===== src/rtl/iter_mul_unit.sv =====
// iter_mul_unit: sequential shift-add multiplier with START/BUSY/DONE handshake.
//
// Produces the full 2*WIDTH-bit product of two WIDTH-bit operands, either unsigned or
// two's-complement (selected per operation). Operands are converted to magnitudes on
// accept, multiplied with one shift-add step per cycle for exactly WIDTH cycles, and
// the sign is re-applied on the final step.
//
// Ports:
//   CLK          clock, rising edge
//   RESET        synchronous active-high reset, highest priority
//   START        request a new multiply (accepted only when idle)
//   SIGNED_MODE  1 = signed operands, 0 = unsigned; sampled with START
//   DATA1        multiplicand; sampled with START
//   DATA2        multiplier; sampled with START
//   BUSY         operation in progress; STARTs are ignored
//   DONE         one-cycle pulse when RESULT_HI/RESULT_LO/ZERO update
//   RESULT_HI    upper half of the product
//   RESULT_LO    lower half of the product
//   ZERO         full product equals zero
module iter_mul_unit #(
    parameter int unsigned  WIDTH = 8,
    localparam int unsigned CNT_W = $clog2(WIDTH + 1)
) (
    input  logic             CLK,
    input  logic             RESET,
    input  logic             START,
    input  logic             SIGNED_MODE,
    input  logic [WIDTH-1:0] DATA1,
    input  logic [WIDTH-1:0] DATA2,
    output logic             BUSY,
    output logic             DONE,
    output logic [WIDTH-1:0] RESULT_HI,
    output logic [WIDTH-1:0] RESULT_LO,
    output logic             ZERO
);

    localparam int unsigned PW = 2 * WIDTH;

    typedef enum logic {
        IDLE,
        RUN
    } state_t;

    state_t r_state;
    state_t w_state_nxt;

    logic [PW-1:0]    r_acc;
    logic [PW-1:0]    r_mcand;   // multiplicand magnitude, pre-shifted by the iteration index
    logic [WIDTH-1:0] r_mplier;
    logic [CNT_W-1:0] r_cnt;
    logic             r_neg;
    logic [PW-1:0]    r_res;
    logic             r_zero;
    logic             r_done;

    logic             w_accept;
    logic             w_last;
    logic             w_s1;
    logic             w_s2;
    logic [WIDTH-1:0] w_mag1;
    logic [WIDTH-1:0] w_mag2;
    logic [PW-1:0]    w_acc_nxt;
    logic [PW-1:0]    w_prod;

    assign w_accept = (r_state == IDLE) && START;
    assign w_last   = (r_state == RUN) && (r_cnt == CNT_W'(1));

    assign w_s1 = SIGNED_MODE & DATA1[WIDTH-1];
    assign w_s2 = SIGNED_MODE & DATA2[WIDTH-1];

    // The most-negative value maps to 2^(WIDTH-1), which still fits unsigned in WIDTH bits.
    assign w_mag1 = w_s1 ? (~DATA1 + WIDTH'(1)) : DATA1;
    assign w_mag2 = w_s2 ? (~DATA2 + WIDTH'(1)) : DATA2;

    assign w_acc_nxt = r_acc + (r_mplier[0] ? r_mcand : '0);
    assign w_prod    = r_neg ? (~w_acc_nxt + PW'(1)) : w_acc_nxt;

    // State register
    always_ff @(posedge CLK) begin
        if (RESET) begin
            r_state <= IDLE;
        end else begin
            r_state <= w_state_nxt;
        end
    end

    // Next-state logic
    always_comb begin
        w_state_nxt = r_state;
        unique case (r_state)
            IDLE: if (START) w_state_nxt = RUN;
            RUN:  if (r_cnt == CNT_W'(1)) w_state_nxt = IDLE;
            default: w_state_nxt = IDLE;
        endcase
    end

    // Outputs
    always_comb begin
        BUSY      = (r_state == RUN);
        DONE      = r_done;
        RESULT_HI = r_res[PW-1:WIDTH];
        RESULT_LO = r_res[WIDTH-1:0];
        ZERO      = r_zero;
    end

    // Datapath
    always_ff @(posedge CLK) begin
        if (RESET) begin
            r_acc    <= '0;
            r_mcand  <= '0;
            r_mplier <= '0;
            r_cnt    <= '0;
            r_neg    <= 1'b0;
            r_res    <= '0;
            r_zero   <= 1'b0;
            r_done   <= 1'b0;
        end else begin
            r_done <= 1'b0;
            if (w_accept) begin
                r_neg    <= w_s1 ^ w_s2;
                r_mcand  <= {{WIDTH{1'b0}}, w_mag1};
                r_mplier <= w_mag2;
                r_acc    <= '0;
                r_cnt    <= CNT_W'(WIDTH);
            end else if (r_state == RUN) begin
                r_acc    <= w_acc_nxt;
                r_mcand  <= r_mcand << 1;
                r_mplier <= r_mplier >> 1;
                r_cnt    <= r_cnt - CNT_W'(1);
                if (w_last) begin
                    r_res  <= w_prod;
                    r_zero <= (w_prod == '0);
                    r_done <= 1'b1;
                end
            end
        end
    end

endmodule


===== config.mk =====
export PLATFORM = sky130hd
export DESIGN_NAME = iter_mul_unit
export DESIGN_NICKNAME = d
export VERILOG_FILES = /design/src/rtl/iter_mul_unit.sv
export SDC_FILE = /design/constraint.sdc
export NUM_CORES = 1
export LEC_CHECK = 0
export CORE_AREA = 2 2 92 94
export CTS_CLUSTER_SIZE = 40
export DETAILED_ROUTE_END_ITERATION = 16
export DIE_AREA = 0 0 94 96
export PLACE_DENSITY = 0.7
export SLEW_MARGIN = 20
export SYNTH_ARGS = -nofsm -noshare
export SYNTH_HDL_FRONTEND = slang
export SYNTH_SLANG_ARGS = --single-unit

===== constraint.sdc =====
create_clock -name CLK -period 9.95 [get_ports CLK]
set_clock_uncertainty 0.15 [all_clocks]
set_input_delay 1.4925 -clock CLK [delete_from_list [all_inputs] [get_ports CLK]]
set_output_delay 1.4925 -clock CLK [all_outputs]
set_load 0.02 [all_outputs]

## After elaboration in Yosys (flattened, before gate mapping)

Index checks and enable logic that the tools add are counted.

- Output and inout bits: 19
- Word-level logic and storage cells: 46
- Memories kept: 0
- Bits in read-only memories: 0
- Latch bits: 0
- RAM bits: 0
- Flip-flop bits (word level): 64
- Input port bits: 20

- Order comparisons: 0
- Multipliers: 0
- Divide/modulo/power cells: 0
- Reductions and logical operators: 7
- Multiplexer cells: 14
- Equality and inequality tests: 1
- Shift operators: 0
- $add $sub $neg: 5
- Bitwise gates (word level): 8

Operators with widths:

| cell | number |
|---|---|
| 2-to-1 mux 8 bit | 6 |
| 2-to-1 mux 16 bit | 2 |
| adder 16 x 1 -> 16 bit, second input constant | 1 |
| adder 16 bit | 1 |
| adder 8 x 1 -> 8 bit, second input constant | 2 |
| zero test 16 bit | 1 |
| NOT 16 bit | 1 |
| NOT 8 bit | 2 |
| 2-to-1 mux 4 bit | 2 |
| equality test 4 x 1 -> 1 bit, second input constant | 1 |
| subtractor 4 x 1 -> 4 bit, second input constant | 1 |
| 2-to-1 mux 1 bit | 3 |
| AND reduction 3 bit | 1 |
| OR reduction 3 bit | 1 |
| AND 1 bit | 2 |
| logical AND 1 bit | 2 |
| NOT 1 bit | 2 |
| case mux 1 bit (2 select lines) | 1 |
| nonzero test 2 bit | 1 |
| OR reduction 2 bit | 1 |
| bitwise XOR 1 bit | 1 |

## Longest topological paths before layout

- Depth after elaboration: 6
- Mapped depth: 13
- Depth with buffers taken out: 13

## Worst setup path after synthesis

No wires, ideal clock.

- Path kind: register to register
- Start point: reg r_mplier[0]
- End point: reg r_zero, in the netlist ZERO
- Data required time: 9.716 ns
- Path slack: 6.373 ns
- Stages on the path, launching flop included: 14
- Period minus slack after synthesis: 3.577 ns
- Path buffers: 0
- Library setup time: 0.084 ns
- Arrival: 3.343 ns
- Path through: dfxtp_1 > and2_1 > ha_1 > fa_1 > a211oi_2 > nor2_1 > xor2_1 > nor4_1 > nand3_1 > or3_1 > o21ai_1 > a32oi_1 > or4b_1 > o31ai_2

- Longest elaborated chain between the ends: 6

RTL lines:

| item | line | source |
|---|---|---|
| from (decl) | 49 | `logic [WIDTH-1:0] r_mplier;` |
| from (signal assigned) | 122 | `r_mplier <= w_mag2;` |
| from (signal assigned) | 128 | `r_mplier <= r_mplier >> 1;` |
| 2-to-1 mux 16 bit * | 75 | `assign w_acc_nxt = r_acc + (r_mplier[0] ? r_mcand : '0);` |
| adder 16 bit * | 75 |  |
| NOT 16 bit | 76 | `assign w_prod = r_neg ? (~w_acc_nxt + PW'(1)) : w_acc_nxt;` |
| adder 16 x 1 -> 16 bit | 76 |  |
| 2-to-1 mux 16 bit * | 76 |  |
| zero test 16 bit * | 132 | `r_zero <= (w_prod == '0);` |
| to (signal assigned) | 132 |  |
| to (decl) | 53 | `logic r_zero;` |

Every way passes the cells marked *; elsewhere a longest branch is shown, timed or not.
A chain may end at the register's enable or synchronous reset.

## Final worst setup path

Ends and elaborated chain as after synthesis.

==> impl_results.md <==
- Run status: finished, final reports clean
- GRT Residual Overflow: 0
- Worst stage delay on the critical path: 0.56 ns
- Lkg Pwr: 1.80 nW
- Min-Delay Startpoint: ZERO
- Via count: around 3300
- Post-synthesis cell area: 3910 um2
- Area grow syn2layout: 16.9%
- WP data required: 10.07 ns
- Setup crit start kind: flop
- Critical path's slowest cell: or4b_1
- Most common cell after layout, fill and taps aside: nor2_1
- Pre-antenna DRT Iters: 4
- CTS tree: yes
- Antenna Cells: 0
- Reg clk slew, reported paths: about 0.070 ns
- Seq/Total Area, Yosys: 0.327
- Number of synthesized flops with an enable pin: 0
- Initial antenna violation count: 0
- Worst setup margin: 5.95 ns
- Boundary Pins: 39
- R2R Path End: ZERO
- Via/cell ratio: 5.39
- Final period utilization: 0.402
- DP HPWL: 5.94 mm
- Hold buffer count at cts: 0
- Worst skew pair latency: 0.34 ns
- DR WL/cell: 13.1 um
- Final TNS setup: 0 ns
- Syn Area/Cell: approximately 8.2 um2
- CTS Sinks: 64
- Share of cells above drive strength 1: 0.0648
- Dpl ws: 5.95 ns
- Crit Path Max Fanout: 17
- Total die area: 9020 um2
- Max Cap Viol: 0
- Clock tree buffer depth: 2
- # setup viols final: 0
- Mapped Nets: about 520
- # rows: 33
- Iteration-0 DRC Markers: 203
- Final WL: approximately 8.1 mm
- Drc violations: 0
- Reg2Reg Setup Slack: 5.95 ns
- FF+latch count, synth: 64
- I/O Buffers: 38
- Pin count of the biggest net entering global routing: 62
- RR Startpoint: r_mplier[0]
- First-pass GRT wire length: approximately 14 mm
- Final GP Congestion: 0.840
- Reg2Reg Depth: 13
- Type of destination of the critical path: flop
- Unrepaired setup endpoints after global routing: false
- Tmin final: 4.00 ns
- Post-CTS sizing: 0
- Peak VDD IR: 0.0597 mV
- Post-DRT Antenna Nets: 0
- Die height: 96 um
- Final slew viol count: 0
- Commonest cells after routing, fill and taps aside: nor2_1 (85), dfxtp_1 (63), clkdlybuf4s50_1 (38), a21oi_1 (32), mux2i_1 (28)
- Cts bufs inserted: 9
- Top FF cell, synth: dfxtp_1
- Max Clk Rate: between 200 and 250 MHz
- Hold Crit Depth: 2
- Endpoints failing hold: 0
- FFs w/ async S/R, synth: 0
- Die X: 94 um
- Total GRT Usage: 0.193
- Crit path cell chain: and2_1, ha_1, fa_1, a211oi_2, nor2_1, xor2_1, nor4_1, nand3_1, or3_1, o21ai_1, a32oi_1, or4b_1, o31ai_2
- Yosys warnings: 0
- Initial Utilization: 0.486
- Rel. slew slack: 0.270
- Final #Nets: 546
- PwrDens: 130 nW/um2
- Worst-margin pin slew: ~1.1 ns
- Vias in the first global route: around 3200
- H-tree Lvls: 3
- Setup bufs post-CTS: 0
- Hold Crit Class: reg2reg
- Root Buffer Master: clkbuf_8
- CP Class: reg2reg
- Hold EP: ZERO
- Core area: around 8000 um2
- Post-synth cell types: 52
- Crit path DAT: 4.12 ns
- Gate Count Post-Synth: 477
-- per-layer routing --
layer / wire (um) / GRT usage
met3: 318 / 0.0352
met5: 0 / 0
met4: 131 / 0.0845
met1: 3950 / 0.243
met2: 3660 / 0.324
-- where the power goes --
group          leakage, nW  total [mW]  internal, mW  switching (mW)
sequential           0.521       0.274         0.266         0.00784
clock                0.102       0.232         0.135          0.0967
combinational         1.18      0.0902        0.0391          0.0511
-- cells by family (layout without fill, tap and decap cells) --
kind of cell	count (synthesis)	count (layout)	share of synthesized area
AOI/OAI and AO/OA	109	109	0.194
xor gates and xnor gates	36	36	0.0863
adders and majority gates	21	21	0.0691
buffers and inverters	45	77	0.0432
DFF	64	64	0.327
muxes	28	28	0.0716
and+or+nand+nor	174	174	0.209
-- final cells by class --
class,instances,area [um2]
timing repair buffer,42,410
clock buffer,13,169
fill,746,3480
multi-input combinational,368,2470
inverter,20,75.1
tap,105,131
sequential,64,1280
clock inverter,2,37.5
-- flip-flops by register name, summed over array words and instances, names as in the netlist --
name / flops
DONE: 1
r_mcand: 16
r_acc: 16
r_cnt: 4
BUSY: 1
r_mplier: 8
ZERO: 1
r_res: 16
r_neg: 1
-- cell usage after synthesis (all sizes together) (2+ instances only) --
cell type	n	area, um2
nand3b	2	15.0
ha	20	250
nand3	11	55.1
a311oi	6	52.6
a211oi	25	198
a31oi	4	46.3
nor4	5	46.3
a21oi	32	160
clkbuf	25	93.8
a211o	2	17.5
and2	15	93.8
or3	6	42.5
o21ai	21	109
nor3	11	55.1
nand2b	5	31.3
xor2	16	163
xnor2	20	175
nand2	25	93.8
a32oi	2	17.5
inv	20	75.1
o31ai	5	56.3
dfxtp	64	1280
mux2i	28	280
a21o	2	15.0
nor2	85	319
nor2b	4	25.0
-- worst max-delay path by stage --
stage | startpoint | endpoint | slack (ns) | cells past startpoint
global placement | r_mplier[0] | ZERO | 6.03 | 13
floorplan | r_mplier[0] | ZERO | 6.37 | 13
CTS | r_mplier[0] | ZERO | 5.94 | 13
detailed placement | r_mplier[0] | ZERO | 5.95 | 13
global route | r_mplier[0] | ZERO | 5.65 | 13
finish | r_mplier[0] | ZERO | 5.95 | 13
-- critical path: cells and delay by family, from the launching register on --
kind	cells	cell delay (ns)
XOR/XNOR	1	0.22
adder cells (fa/ha/maj)	2	0.63
AND/OR/NAND/NOR	6	1.79
AO/OA/AOI/OAI	4	0.71
flip-flops	1	0.43
-- per-stage QoR --
stage / power, mW / area, um2 / utilization / hold slack [ns] / cells
6_report: 0.595 / 4570 / 0.568 / 0.330 / 614
5_1_grt: 0.623 / 4570 / 0.568 / 0.351 / 614
4_1_cts: 0.601 / 4570 / 0.568 / 0.333 / 614
3_5_place_dp: 0.369 / 4370 / 0.543 / 0.322 / 599
3_3_place_gp: 0.367 / 4370 / 0.543 / 0.304 / 599
2_1_floorplan: 0.342 / 3910 / - / 0.303 / 477
Power figures use the tool's default switching activity.
